===== config.mk =====
export PLATFORM = sky130hd
export DESIGN_NAME = imem_loader
export DESIGN_NICKNAME = d
export VERILOG_FILES = /design/src/rtl/imem_loader_pkg.sv /design/src/rtl/imem_loader_word_assembler.sv /design/src/rtl/imem_loader.sv
export SDC_FILE = /design/constraint.sdc
export NUM_CORES = 1
export LEC_CHECK = 0
export ABC_AREA = 1
export CAP_MARGIN = 20
export CORE_MARGIN = 2
export CORE_UTILIZATION = 49
export CTS_BUF_LIST = sky130_fd_sc_hd__clkbuf_2
export DETAILED_ROUTE_END_ITERATION = 6
export HOLD_SLACK_MARGIN = 0.03
export PLACE_DENSITY = 0.85
export SYNTH_ARGS = -nofsm -noshare
export SYNTH_HDL_FRONTEND = slang
export SYNTH_HIERARCHICAL = 1
export SYNTH_SLANG_ARGS = --single-unit

===== constraint.sdc =====
create_clock -name clk -period 2.3 [get_ports clk]
set_input_delay 0.23 -clock clk [delete_from_list [all_inputs] [get_ports clk]]
set_output_delay 0.23 -clock clk [all_outputs]
set_load 0.02 [all_outputs]

===== src/rtl/imem_loader_pkg.sv =====
// Shared types and constants for the boot-time instruction memory loader.
package loader_pkg;

    typedef enum logic [2:0] {
        S_IDLE,
        S_LEN_LO,
        S_LEN_HI,
        S_DATA,
        S_FLUSH,
        S_DONE
    } loader_state_t;

    localparam int LEN_BYTES      = 2;
    localparam int BYTES_PER_WORD = 4;

endpackage


===== src/rtl/imem_loader_word_assembler.sv =====
// Packs a little-endian byte stream into instruction words, one lane per accepted byte.
module word_assembler
    import loader_pkg::*;
#(
    parameter int INS_W = 32
) (
    input  logic             clk,
    input  logic             reset,
    input  logic             clr,
    input  logic             byte_en,
    input  logic [7:0]       byte_in,
    output logic [INS_W-1:0] word_out,
    output logic             word_valid
);

    localparam int LANE_W = $clog2(BYTES_PER_WORD);

    logic [LANE_W-1:0] lane_q, lane_d;
    logic [INS_W-1:0]  word_q, word_d;

    always_comb begin
        lane_d = lane_q;
        word_d = word_q;
        if (clr) begin
            lane_d = '0;
            word_d = '0;
        end else if (byte_en) begin
            word_d[8*int'(lane_q) +: 8] = byte_in;
            lane_d = lane_q + LANE_W'(1);
        end
    end

    always_ff @(posedge clk or posedge reset) begin
        if (reset) begin
            lane_q <= '0;
            word_q <= '0;
        end else begin
            lane_q <= lane_d;
            word_q <= word_d;
        end
    end

    // The top byte bypasses the lane register so the word is complete in the accepting cycle.
    assign word_valid = byte_en && (lane_q == LANE_W'(BYTES_PER_WORD - 1));
    assign word_out   = {byte_in, word_q[INS_W-9:0]};

endmodule


===== src/rtl/imem_loader.sv =====
// Boot loader: reads a 16-bit word count, streams the payload into instruction memory,
// and holds the CPU in reset until the final write has landed.
module imem_loader
    import loader_pkg::*;
#(
    parameter int INS_W      = 32,
    parameter int IM_ADDRESS = 9,
    parameter int CNT_W      = 16
) (
    input  logic                  clk,
    input  logic                  reset,
    input  logic                  start,
    input  logic [7:0]            rx_data,
    input  logic                  rx_valid,
    output logic                  rx_ready,
    output logic                  im_we,
    output logic [IM_ADDRESS-1:0] im_addr,
    output logic [INS_W-1:0]      im_wdata,
    output logic                  cpu_hold,
    output logic                  load_done,
    output logic                  overflow,
    output logic [CNT_W-1:0]      words_loaded
);

    loader_state_t         state_q, state_d;
    logic [CNT_W-1:0]      count_q, count_d;
    logic [CNT_W-1:0]      words_loaded_q, words_loaded_d;
    logic                  overflow_q, overflow_d;
    logic                  rx_ready_q, rx_ready_d;
    logic                  im_we_q, im_we_d;
    logic [IM_ADDRESS-1:0] im_addr_q, im_addr_d;
    logic [INS_W-1:0]      im_wdata_q, im_wdata_d;
    logic                  cpu_hold_q, cpu_hold_d;
    logic                  load_done_q, load_done_d;

    logic             xfer;
    logic             clr;
    logic             byte_en;
    logic [INS_W-1:0] word_out;
    logic             word_valid;
    logic             in_range;

    assign xfer     = rx_valid && rx_ready_q;
    assign byte_en  = xfer && (state_q == S_DATA);
    assign in_range = (words_loaded_q >> IM_ADDRESS) == '0;

    word_assembler #(.INS_W(INS_W)) u_asm (
        .clk        (clk),
        .reset      (reset),
        .clr        (clr),
        .byte_en    (byte_en),
        .byte_in    (rx_data),
        .word_out   (word_out),
        .word_valid (word_valid)
    );

    always_comb begin
        state_d        = state_q;
        count_d        = count_q;
        words_loaded_d = words_loaded_q;
        overflow_d     = overflow_q;
        im_addr_d      = im_addr_q;
        im_wdata_d     = im_wdata_q;
        im_we_d        = 1'b0;
        clr            = 1'b0;
        case (state_q)
            S_IDLE, S_DONE: begin
                if (start) begin
                    state_d        = S_LEN_LO;
                    clr            = 1'b1;
                    count_d        = '0;
                    words_loaded_d = '0;
                    overflow_d     = 1'b0;
                end
            end
            S_LEN_LO: begin
                if (xfer) begin
                    count_d[7:0] = rx_data;
                    state_d      = S_LEN_HI;
                end
            end
            S_LEN_HI: begin
                if (xfer) begin
                    count_d = CNT_W'({rx_data, count_q[7:0]});
                    state_d = (count_d == '0) ? S_DONE : S_DATA;
                end
            end
            S_DATA: begin
                if (word_valid) begin
                    words_loaded_d = words_loaded_q + CNT_W'(1);
                    // Words past the memory depth are swallowed; the address stays put.
                    if (in_range) begin
                        im_we_d    = 1'b1;
                        im_addr_d  = words_loaded_q[IM_ADDRESS-1:0];
                        im_wdata_d = word_out;
                    end else begin
                        overflow_d = 1'b1;
                    end
                    if (words_loaded_d == count_q) begin
                        state_d = S_FLUSH;
                    end
                end
            end
            S_FLUSH: state_d = S_DONE;
            default: state_d = S_IDLE;
        endcase
        rx_ready_d  = (state_d == S_LEN_LO) || (state_d == S_LEN_HI) || (state_d == S_DATA);
        cpu_hold_d  = (state_d != S_DONE);
        load_done_d = (state_d == S_DONE) && (state_q != S_DONE);
    end

    always_ff @(posedge clk or posedge reset) begin
        if (reset) begin
            state_q        <= S_IDLE;
            count_q        <= '0;
            words_loaded_q <= '0;
            overflow_q     <= 1'b0;
            rx_ready_q     <= 1'b0;
            im_we_q        <= 1'b0;
            im_addr_q      <= '0;
            im_wdata_q     <= '0;
            cpu_hold_q     <= 1'b1;
            load_done_q    <= 1'b0;
        end else begin
            state_q        <= state_d;
            count_q        <= count_d;
            words_loaded_q <= words_loaded_d;
            overflow_q     <= overflow_d;
            rx_ready_q     <= rx_ready_d;
            im_we_q        <= im_we_d;
            im_addr_q      <= im_addr_d;
            im_wdata_q     <= im_wdata_d;
            cpu_hold_q     <= cpu_hold_d;
            load_done_q    <= load_done_d;
        end
    end

    assign rx_ready     = rx_ready_q;
    assign im_we        = im_we_q;
    assign im_addr      = im_addr_q;
    assign im_wdata     = im_wdata_q;
    assign cpu_hold     = cpu_hold_q;
    assign load_done    = load_done_q;
    assign overflow     = overflow_q;
    assign words_loaded = words_loaded_q;

endmodule


# == Yosys cells after proc, flatten, opt, wreduce, memory -nomap -nowiden ==
# Cells that the tools add are included.
# classes
add_sub_neg,3
n_mul,0
div_mod_pow,0
order_cmp,0
n_eq_ne,18
shift,2
muxes,28
bitwise,1
reduce_logical,19
# ops
op,n
32-bit 2-to-1 mux,2
16-bit 2-to-1 mux,3
5-bit negator with 33-bit output,1
8-bit by 33-bit variable shift with 32-bit output (first input constant),1
8-bit by 33-bit indexed part select with 32-bit output,1
32-bit bitwise mux,1
16-bit logical NOT,2
16-bit one-hot mux with 2 select lines,1
8-bit one-hot mux with 3 select lines,1
3-bit 2-to-1 mux,6
16-bit by 1-bit adder with 16-bit output (second input constant),1
16-bit equality test,1
8-bit one-hot mux with 2 select lines,1
3-bit one-hot mux with 5 select lines,1
3-bit by 2-bit equality test with 1-bit output (second input constant),4
3-bit equality test (second input constant),3
3-bit AND reduction,3
1-bit 2-to-1 mux,8
8-bit 2-to-1 mux,1
2-bit inequality test (second input constant),4
4-bit AND reduction,2
2-bit nonzero test,4
3-bit by 1-bit equality test with 1-bit output (second input constant),2
3-bit inequality test (second input constant),2
other kinds (10),15
# word_totals
ff_bits,115
latchBits,0
mem_bits_rw,0
mem_bits_ro,0
word_cells,84
mem_count,0

# == Longest topological paths before layout ==
# logic_depth
word_depth,8
mapped_depth,16
mapped_depth_nobuf,16

# == Cells and area by module ==
# Netlist, hierarchy kept.
# by_module_without_submodules
mod,n_inst,cells_per_inst,area_each_um2
imem_loader,1,528,4072.7
word_assembler,1,155,1282.5

# == Least setup slack after synthesis ==
# No wires, ideal clock.
# synth_timing
kind,flip-flop to flip-flop
start,reg state_q[2]
end,"reg im_addr_q[3], in the netlist im_addr[3]"
setup_ps,123
arrival_time_ps,1973
setup_slack_ps,204
stages_incl_launch_ff,17
synth_period_minus_slack_ps,2096
path_cell_list,dfrtp_1 > inv_1 > nand2_2 > nor2_4 > inv_2 > nor2_1 > buf_6 > nand2_1 > inv_1 > inv_1 > nor2_8 > inv_4 > nor2_8 > inv_2 > buf_2 > nand2_1 > o21ai_1
# synth_via
elab_chain_cells,4
# synth_rtl
element,line,source
"start, declared",imem_loader.sv:25,"loader_state_t state_q, state_d;"
"start signal, assigned",imem_loader.sv:125,state_q <= state_d;
3-bit by 2-bit equality test with 1-bit output,imem_loader.sv:44,assign byte_en = xfer && (state_q == S_DATA);
1-bit logical AND,imem_loader.sv:44,
named net byte_en,imem_loader.sv:38,logic byte_en;
1-bit logical AND,imem_loader_word_assembler.sv:44,assign word_valid = byte_en && (lane_q == LANE_W'(BYTES_PER_WORD - 1));
named net word_valid,imem_loader.sv:40,logic word_valid;
3-bit AND reduction (no source line),--,
"end signal, assigned",imem_loader.sv:131,im_addr_q <= im_addr_d;
"end, declared",imem_loader.sv:31,"logic [IM_ADDRESS-1:0] im_addr_q, im_addr_d;"
# The timed path passes the listed nets, and every way through them passes these cells.
# A chain may end at the register's enable or synchronous reset.

# == Worst setup path in the final report ==
# layout_timing
start,"reg words_loaded_q[1], in the netlist words_loaded[1]"
end,reg state_q[0]
# layout_via
elab_chain_cells,5
# layout_rtl
element,line,source
"start, declared",imem_loader.sv:27,"logic [CNT_W-1:0] words_loaded_q, words_loaded_d;"
"start signal, assigned",imem_loader.sv:127,words_loaded_q <= words_loaded_d;
16-bit by 1-bit adder with 16-bit output,imem_loader.sv:90,words_loaded_d = words_loaded_q + CNT_W'(1);
16-bit equality test,imem_loader.sv:99,if (words_loaded_d == count_q) begin
3-bit 2-to-1 mux,imem_loader.sv:99,
3-bit 2-to-1 mux,imem_loader.sv:89,if (word_valid) begin
3-bit one-hot mux with 5 select lines,imem_loader.sv:66,case (state_q)
named net state_d[0],imem_loader.sv:25,
# The timed path passes the listed nets, and every way through them passes these cells.

==> results by group <==
STA
  – Setup tns final: 0 ns
  – Max Clk Rate: 461 MHz
  – Final hold violations: 0
  – Slew Limit Headroom: 61.3%
  – Slew at the pin with the worst max-slew slack: 0.578 ns
  – Tmin final: 2.17 ns
  – Final Max Slew Viols: 0
  – Fraction of the cycle the final worst path needs: 94.3%
  – Final Setup Violations: 0
  – Layout Skew: 0.0276 ns

Detailed routing
  – DRT antenna net count: 0
  – Drt first-iter violations: 456
  – Vias: 4,814
  – DR DRC count: 0
  – Drt wl/cell: 14.1 um
  – Detailed Routing Iterations Pass 1: 6
  – Post-Route WL: 12,900 um
  – Routed vias/inst: 5.24

Clocking
  – CTS tree: yes
  – H-tree levels: 3
  – Clock sink count: 107
  – CTS buffer count: 9
  – Clock Latency Late Sink: 0.57 ns
  – Maximum clock insertion buffer count: 2
  – Worst-path clk slew: 0.31 ns
  – CTS root buf: clkbuf_2

Yosys
  – Post-Synthesis Cell Area: 5360 um2
  – Ys Warns: 6
  – Synth unique cells: 34
  – Syn_nets: 701
  – Post-synthesis sequential area ratio: 50.0%
  – Syn Inst Count: 683
  – Seq cells post-synth: 107
  – Average size of a mapped cell: 7.84 um2

Pwr
  – Internal power: 3050 uW
  – NetSw: 2040 uW
  – Clock power share: 18.6%
  – Reg power frac: 44.8%
  – Combinational Power Share: 36.7%
  – Sw frac: 40.1%
  – Pwr dens: 781 nW/um2
  – Leakage power: 0.00323 uW
  – Worst VDD drop: 0.000398 V

Worst setup path
  – Critical Path Most Common Cell: nand2_1
  – Cell Chain, Critical Path: ha_2 -> nand2_4 -> nor2_4 -> nand2_1 -> nand2_1 -> nand2_1 -> nand2_1 -> nand2_1 -> nor2_1 -> nand2_1 -> nor2_1 -> nand3_1 -> o21ai_1 -> nand2_1
  – Crit path max fanout: 5
  – WP buf/inv: 0
  – Critical R2R Capture: state_q[0]
  – Setup CP Type: reg2reg
  – Crit path launch: words_loaded[1]
  – Setup slack, reg-to-reg: 0.13 ns
  – Reg-to-Reg Start: words_loaded[1]
  – Worst path slowest cell: dfrtp_1
  – Cell family with most CP delay: simple AND/OR/NAND/NOR gates
  – Worst setup endpoint: state_q[0]
  – Critical Path RT: 2.78 ns
  – CP endpoint kind: flip-flop
  – Critical path startpoint category: flip-flop
  – Worst EP arrival: 2.64 ns
  – Largest stage delay on the critical path: 0.44 ns
  – Stages on worst setup path: 14
  – Reg2Reg Depth: 14

Global routing
  – GRT Total Usage: 22.6%
  – First-pass GRT wire length: 20,700 um
  – Initial antenna violation count: 1
  – Pin count of the biggest net entering global routing: 51
  – Gr ovfl total: 0
  – Vias in the first global route: 4,322

Finish
  – Commonest non-fill, non-tap cell in the layout: nand2_1
  – Final Util: 60.6%
  – Commonest non-fill, non-tap cells in the layout: nand2_1 (266), dfrtp_1 (105), clkdlybuf4s50_1 (73), nand3_1 (63), inv_1 (60)
  – Layout cells sized above 1: 9.91%
  – Nets: 790
  – Area Overhead vs Synth: 21.6%

Placement
  – Dpl hpwl: 9360 um
  – Port buffer count: 73
  – Gpl congestion: 0.920

Floorplanning
  – Row cnt: 38
  – Die W: 109 um
  – Die Height: 109 um
  – Initial core utilization: 49.8%
  – Ports: 74
  – DIE AREA: 11,800 um2
  – Core Box Area: 10,700 um2

Flow run
  – MaxCap Viol Count: 0

Worst hold path
  – Hold Path Class: in2reg

Status
  – Outcome: complete, no violations
[flip-flops by register name, indices dropped and copies added, names as in the netlist]
signal and cells:
load_done 1, im_we 1, u_asm/lane_q 2, im_addr 9, words_loaded 16, overflow 1
count_q 16, im_wdata 32, state_q 3, u_asm/word_q 24, rx_ready 1, cpu_hold 1
[cell type report]
cell class | count | area (um2)
Sequential cell | 107 | 2680
Antenna cell | 1 | 2.50
Inverter | 71 | 278
Timing Repair Buffer | 99 | 957
Multi-Input combinational cell | 484 | 2290
Clock inverter | 7 | 85.1
Fill cell | 958 | 4240
Tap cell | 140 | 175
Clock buffer | 9 | 45.0
[metal layers]
metal	part of all wire (%)	GRT usage [%]	up-vias
li1	-	-	2358
met1	45	32.8	2243
met2	46	35.4	185
met3	6.4	2.29	28
met4	2.3	7.97	0
met5	0	0	-
[Yosys cell counts, drive strengths merged]
cell      n  share of area, %
nand2   271                19
dfrtp   106                50
inv      71               5.0
nand3    64               6.1
nor2     54               5.2
o21ai    48               4.5
buf      21               2.5
nand4    13               1.5
a21oi     8              0.96
ha        6               1.4
o22ai     6              0.70
nor3      4              0.58
a31oi     2              0.23
nor4      2              0.23
xor3      2              0.89
a211oi    1              0.37
and3      1              0.12
dfstp     1              0.49
nand3b    1              0.14
xor2      1              0.16
[tightest hold or removal path, delay by kind of cell]
| kind | cells | cell delay, ns |
|---|---|---|
| and+or+nand+nor | 2 | 0.12 |
| buffers and inverters | 2 | 0.60 |
[through the flow]
step	power [uW]	instances	cell area, um2	worst slack (ns)	hold slack (ns)
finish	5080	918	6510	0.132	0.351
detailed placement	4130	899	6330	-0.00167	0.458
CTS	5060	916	6480	0.102	0.326
global route	5380	918	6510	-0.0218	0.310
global placement	4080	899	6330	0.150	0.456
floorplan	3600	683	5360	0.204	0.270
[worst min-delay path by stage]
stage | cells past startpoint | end | startpoint | slack (ns)
after CTS | 4 | im_wdata[27] | rx_data[3] | 0.33
after detailed placement | 2 | im_wdata[23] | im_wdata[23] | 0.46
after global routing | 4 | im_wdata[27] | rx_data[3] | 0.31
after global placement | 2 | im_wdata[18] | u_asm/word_q[18] | 0.46
after floorplan | 1 | u_asm/lane_q[0] | reset | 0.27
final | 4 | im_wdata[27] | rx_data[3] | 0.35
[logic make-up (layout without fill, tap and decap cells)]
| kind of cell | after synthesis | count (layout) | share of synthesized area (%) |
|---|---|---|---|
| buf+inv | 92 | 186 | 7.55 |
| other cells | 0 | 1 | 0 |
| xor+xnor | 3 | 3 | 1.05 |
| flops | 107 | 107 | 50.0 |
| compound gates | 65 | 65 | 6.75 |
| simple gates | 410 | 410 | 33.2 |
| fa+ha+maj | 6 | 6 | 1.40 |
[power groups by stage]
stage	Clock, uW	Combinational [uW]	Sequential (uW)
global route	1020	2060	2300
CTS	953	1840	2270
detailed placement	0	1820	2300
floorplan	0	1230	2370
global placement	0	1780	2300
finish	943	1860	2270
[repair_timing]
action	CTS	global route
resized for setup	1	7
buffers inserted	0	1
hold buffers	1	0
endpoints found under the hold margin	22	0
endpoints found under the setup margin	3	17
pin swaps	0	1
Power figures use the tool's default switching activity.
